===== src/rtl/serial_paralelo_rx.sv =====
// Serial-to-parallel RX with COM-symbol byte alignment; outputs update on the edge that samples a byte's last bit.
// No backpressure: one bit per clock in, each byte held on data_out/valid_out for 8 clocks.
module serial_paralelo_rx #(
  parameter logic [7:0] COM       = 8'hBC,
  parameter int         COM_COUNT = 4
) (
  input  logic       clk,
  input  logic       reset,
  input  logic       data_in,
  output logic [7:0] data_out,
  output logic       valid_out,
  output logic       active
);

  typedef enum logic [1:0] {
    SEARCH = 2'd0,
    COUNT  = 2'd1,
    ACTIVE = 2'd2
  } state_t;

  state_t      state;
  logic [6:0]  sh;
  logic [2:0]  bc;
  logic [3:0]  ccnt;
  logic [7:0]  w;
  logic        w_is_com;
  logic        boundary;

  // Byte completed by the bit currently being sampled.
  assign w        = {sh, data_in};
  assign w_is_com = (w == COM);
  assign boundary = (bc == 3'd7);

  always_ff @(posedge clk or negedge reset) begin
    if (!reset) begin
      state     <= SEARCH;
      sh        <= '0;
      bc        <= '0;
      ccnt      <= '0;
      data_out  <= '0;
      valid_out <= 1'b0;
      active    <= 1'b0;
    end else begin
      sh <= w[6:0];
      bc <= bc + 3'd1;
      case (state)
        SEARCH: begin
          // Alignment point: bc restarts so the next boundary lands 8 edges later.
          if (w_is_com) begin
            bc   <= 3'd0;
            ccnt <= 4'd1;
            if (COM_COUNT == 1) begin
              state  <= ACTIVE;
              active <= 1'b1;
            end else begin
              state <= COUNT;
            end
          end
        end
        COUNT: begin
          if (boundary) begin
            if (w_is_com) begin
              ccnt <= ccnt + 4'd1;
              if ((ccnt + 4'd1) == 4'(COM_COUNT)) begin
                state  <= ACTIVE;
                active <= 1'b1;
              end
            end else begin
              ccnt  <= 4'd0;
              state <= SEARCH;
            end
          end
        end
        ACTIVE: begin
          // Sticky: no loss-of-lock exit, only reset leaves this state.
          if (boundary) begin
            data_out  <= w;
            valid_out <= !w_is_com;
          end
        end
        default: begin
          state <= SEARCH;
        end
      endcase
    end
  end

endmodule


===== config.mk =====
export PLATFORM = sky130hd
export DESIGN_NAME = serial_paralelo_rx
export DESIGN_NICKNAME = d
export VERILOG_FILES = /design/src/rtl/serial_paralelo_rx.sv
export SDC_FILE = /design/constraint.sdc
export NUM_CORES = 1
export LEC_CHECK = 0
export ABC_AREA = 1
export CAP_MARGIN = 20
export CORE_MARGIN = 2
export CORE_UTILIZATION = 57
export DETAILED_ROUTE_END_ITERATION = 10
export PLACE_DENSITY = 0.92
export SLEW_MARGIN = 30
export SYNTH_ARGS = -nofsm -noshare
export SYNTH_HDL_FRONTEND = slang
export SYNTH_SLANG_ARGS = --single-unit

===== constraint.sdc =====
create_clock -name clk -period 2.35 [get_ports clk]
set_input_delay 0.47 -clock clk [delete_from_list [all_inputs] [get_ports clk]]
set_output_delay 0.47 -clock clk [all_outputs]
set_load 0.02 [all_outputs]

After elaboration in Yosys (flattened, before gate mapping)
Cells that the tools add are included.
{ "classes": {"add_sub_neg": 2, "eq_ne": 8, "n_mux": 11, "bitwise_logic": 1, "n_reduce_logical": 7} }
{ "op_table": {"columns": ["operator", "n"], "rows": [
  ["$mux W4", 3],
  ["$eq A8 B8 Y1 const B", 1],
  ["$mux W2", 4],
  ["$pmux W4 S2", 1],
  ["$reduce_and A4 Y1", 2],
  ["$mux W3", 2],
  ["$pmux W2 S3", 1],
  ["$add A4 B1 Y4 const B", 1],
  ["$eq A4 B3 Y1 const B", 1],
  ["$ne A2 B2 Y1 const B", 2],
  ["$add A3 B1 Y3 const B", 1],
  ["$eq A3 B3 Y1 const B", 1],
  ["$ne A3 B3 Y1 const B", 1],
  ["$reduce_and A3 Y1", 1],
  ["$eq A2 B1 Y1 const B", 1],
  ["$eq A2 B2 Y1 const B", 1],
  ["$logic_not A2 Y1", 1],
  ["$reduce_and A2 Y1", 1],
  ["$reduce_bool A2 Y1", 1],
  ["$logic_not A1 Y1", 1],
  ["$not A1 Y1", 1]
]} }
{ "totals": {"reg_bits": 26, "in_bits": 3} }

Logic depth before layout (Yosys ltp)
{ "depth": {"word_depth": 6, "ltp_mapped": 10} }

Worst setup path after synthesis
No wires, ideal clock.
{ "synth_timing": {"path_type": "flip-flop to flip-flop", "startpoint": "register bc[0]", "endpoint": "register data_out[1]", "setup_time_ns": 0.076, "arrival_time_ns": 1.181, "t_required_ns": 2.274, "setup_slack_ns": 1.093, "stages_incl_launch_ff": 7, "n_path_buf": 1, "period_less_slack_ns": 1.257, "cell_sequence": "dfrtp_1 > ha_1 > ha_1 > nand3_1 > buf_2 > nand2_1 > o21ai_1"} }
{ "synth_between": {"elab_chain_len": 2} }
{ "synth_rtl": {"columns": ["item", "line", "source"], "rows": [
  ["from (decl)", "23", "logic [2:0] bc;"],
  ["from (signal assigned)", "45", "bc <= bc + 3'd1;"],
  ["$eq A3 B3 Y1", "32", "assign boundary = (bc == 3'd7);"],
  ["$reduce_and A2 Y1 (no source line)", null, null],
  ["to (signal assigned)", "77", "data_out <= w;"],
  ["to (decl)", "10", "output logic [7:0] data_out,"]
]} }
Every way passes these cells.
A chain may end at the register's enable or synchronous reset.

Worst setup path in the final report
{ "layout_timing": {"startpoint": "register data_out[2]", "endpoint": "output data_out[2]"} }
No word-level cell between the ends.

==> metrics.log <==
[metrics] worst stage delay on the critical path: 0.62 ns
[metrics] total power after layout: 0.000823 W
[metrics] met1 Use GR: 0.267
[metrics] transition at the pin with the smallest max-transition slack: 0.323 ns
[metrics] number of nets produced by synthesis: 127
[metrics] total of cells resized after clock tree synthesis: 0
[metrics] TritonCTS buffer count: 3
[metrics] worst IR drop on VDD: 0.631 mV
[metrics] Pre-antenna DRT Iters: 4
[metrics] number of rows in the core area: 16
[metrics] maximum number of pins on one net before global-route repair: 27
[metrics] flop and latch count out of synthesis: 26
[metrics] number of endpoints failing setup at the final stage: 0
[metrics] most repeated cell in the gate-level netlist after synthesis: nand2_1
[metrics] max-slew violations: 0
[metrics] fraction of the yosys area taken by sequential cells: 0.571
[metrics] met3 Resource Use GR: 0.0216
[metrics] kind of launch point of the worst setup path: register
[metrics] fmax: 558 MHz
[metrics] synthesis-to-finish area growth: 19.0%
[metrics] clock tree from TritonCTS: yes
[metrics] share of cells above drive strength 1: 0.153
[metrics] P_leak: about 0.73 nW
[metrics] total overflow reported by the global router: 0
[metrics] first-iteration detailed-routing DRC count: 27
[metrics] minimum clock period after layout: between 1.5 and 2 ns
[metrics] crit path DAT: about 1.3 ns
[metrics] Avg Vias per Cell: 5.10
[metrics] mean instance size in the synthesized netlist: between 9 and 10 sq um
[metrics] critical path class: reg -> out
[metrics] overall global routing resource usage: 0.200
[metrics] Buffers on Ports: 12
[metrics] number of endpoints with negative hold slack in the final report: 0
[metrics] deepest clock path buffer count: 2
[metrics] combined buffer and inverter count along the critical path: 1
[metrics] Worst EP required: 1.88 ns
[metrics] number of antenna-violating nets in the routed design: 0
[metrics] die area: around 2400 sq um
[metrics] number of enable flip-flop cells after synthesis: 0
[metrics] clock-pin slew on the worst setup and hold paths: 0.13 ns
[metrics] share of Yosys cell area claimed by the top area cell type: 0.571
[metrics] share of async-settable or async-resettable flops after synthesis: 1.00
[metrics] sequence of cells on the critical path: clkdlybuf4s50_1
[metrics] most area-consuming cells after synthesis: dfrtp_1 57%, nand2_1 14%, ha_1 4.4%, inv_1 4.0%, nand3_1 3.5%
[metrics] initial antenna violation count: 0
[metrics] distinct cell type count of the synthesized netlist: 17
[metrics] Routed WL: 2.10 mm
[metrics] DP HPWL: 1.49 mm
[metrics] DIE WIDTH: 48.7 um
[metrics] worst clock skew on the final layout: 0.00503 ns
[metrics] TNS Setup: 0 ns
[metrics] cell family contributing the most delay on the critical path: buffers and inverters
[metrics] total power per unit cell area: 606 nW/um^2
[metrics] Worst setup EP type: output pin
[metrics] Worst path slowest cell: clkdlybuf4s50_1
[metrics] classification of the worst-slack hold path: reg -> reg
[metrics] ant diodes: 0
[metrics] Starting Density: 0.593
[metrics] post-detailed-route wirelength per cell: 12.8 um
[metrics] warnings from Yosys: 0
[metrics] first-pass GRT wire length: 3.62 mm
[metrics] global-route track usage on met2: 0.336
[metrics] Die Height: 48.7 um
[metrics] biggest area consumer among synthesized cells: dfrtp_1
[metrics] net count of the finished layout: about 150
[metrics] clock net sink count: 26
[metrics] core area: 1920 sq um
[metrics] DRC: 0
[metrics] placer's final routability congestion estimate: 0.798
[metrics] clock latency on the worst-skew pair: 0.32 ns
[metrics] I/O Pins: 13
[metrics] Main synth FF type: dfrtp_1
[metrics] tightest slew margin relative to the limit: 0.785
[metrics] busiest grt layer: met2
[metrics] CTS HTree Levels: 1
[metrics] cell count after synthesis: 120
[metrics] setup slack on the worst flop-to-flop path: 0.85 ns
[metrics] via count of the first global-routing pass: 846
[metrics] count of hold buffers inserted by post-cts repair: 0
[metrics] Max-Cap Viols: 0
[metrics] buffer type at the clock tree root: clkbuf_4
[metrics] unrepaired setup endpoints after global routing: no
[metrics] total setup buffers inserted after CTS: 0
[metrics] routed vias: 837
[metrics] status: completed
[metrics] final worst-path cycle share: 0.762
[metrics] maximum net fanout on the critical path: 2
[metrics] top post-synthesis cells by count: 42 x nand2_1, 26 x dfrtp_1, 12 x inv_1, 8 x nand3_1, 6 x o21ai_1
[metrics] Post-Synthesis Cell Area: 1140 sq um
-- cells by family (layout without fill, tap and decap cells) --
logic type	count (synthesis)	after routing	synth area share
simple gates	64	64	0.288
flops	26	26	0.571
buf+inv	18	35	0.0604
compound gates	8	8	0.0373
fa+ha+maj	4	4	0.0439
-- power by group --
group / internal [W] / switching, W
Combinational: 0.0000212 / 0.0000302
Sequential: 0.000461 / 0.00000889
Clock: 0.000173 / 0.000129
-- per-layer routing --
layer  part of all wire  vias to the layer above
met5                  0                        -
met4              0.014                        0
met3              0.040                        4
met2               0.51                       26
met1               0.43                      403
li1                   -                      404
-- flip-flops by register name (all words and copies together) (netlist names) --
signal / cells
active: 1
bc: 3
sh: 7
ccnt: 4
valid_out: 1
state: 2
data_out: 8
-- worst reg2reg max path: cells and delay by family, from the launching register on --
kind | cells | cell delay [ns]
buf+inv | 2 | 0.35
flops | 1 | 0.40
simple gates | 3 | 0.25
fa+ha+maj | 2 | 0.41
-- cell type report --
cell class | instances | area (sq um)
clock buffers | 3 | 22.5
well taps | 27 | 33.8
repair buffers | 14 | 135
clock inverters | 1 | 30.0
flip-flops and latches | 26 | 651
fillers | 145 | 566
multi-input cells | 76 | 420
inverters | 17 | 63.8
-- final timing paths --
path / depth (start not counted) / to / start
max: 1 / data_out[2] / data_out[2]
min: 0 / sh[3] / sh[2]
max reg2reg: 7 / valid_out / bc[0]
min reg2reg: 0 / sh[3] / sh[2]
max in group asynchronous: 2 / data_out[0] / reset
min in group asynchronous: 2 / data_out[7] / reset
-- metrics by stage --
stage	util	hold WS, ns	setup slack (ns)	cells	cell area [sq um]
2_1_floorplan	-	0.174	1.09	120	1140
3_3_place_gp	0.678	0.377	0.684	160	1300
3_5_place_dp	0.678	0.384	0.612	160	1300
4_1_cts	0.706	0.415	0.551	164	1360
5_1_grt	0.706	0.437	0.512	164	1360
6_report	0.706	0.415	0.559	164	1360
-- cell usage in the layout (no fill, tap or decap) --
| master | count |
|---|---|
| nor2_4 | 3 |
| nand4_1 | 1 |
| clkbuf_4 | 3 |
| dfrtp_1 | 26 |
| nor2_8 | 1 |
| a21o_1 | 1 |
| inv_2 | 5 |
| o21ai_0 | 1 |
| ha_1 | 4 |
| nand2_2 | 3 |
| nor2_1 | 3 |
| nand3_4 | 1 |
| inv_1 | 12 |
| nand2_4 | 2 |
| buf_4 | 2 |
| nand3_1 | 8 |
| bufinv_16 | 1 |
| o21ai_1 | 6 |
| nand2_1 | 42 |
| clkdlybuf4s50_1 | 12 |
(Power assumes the default switching activity.)
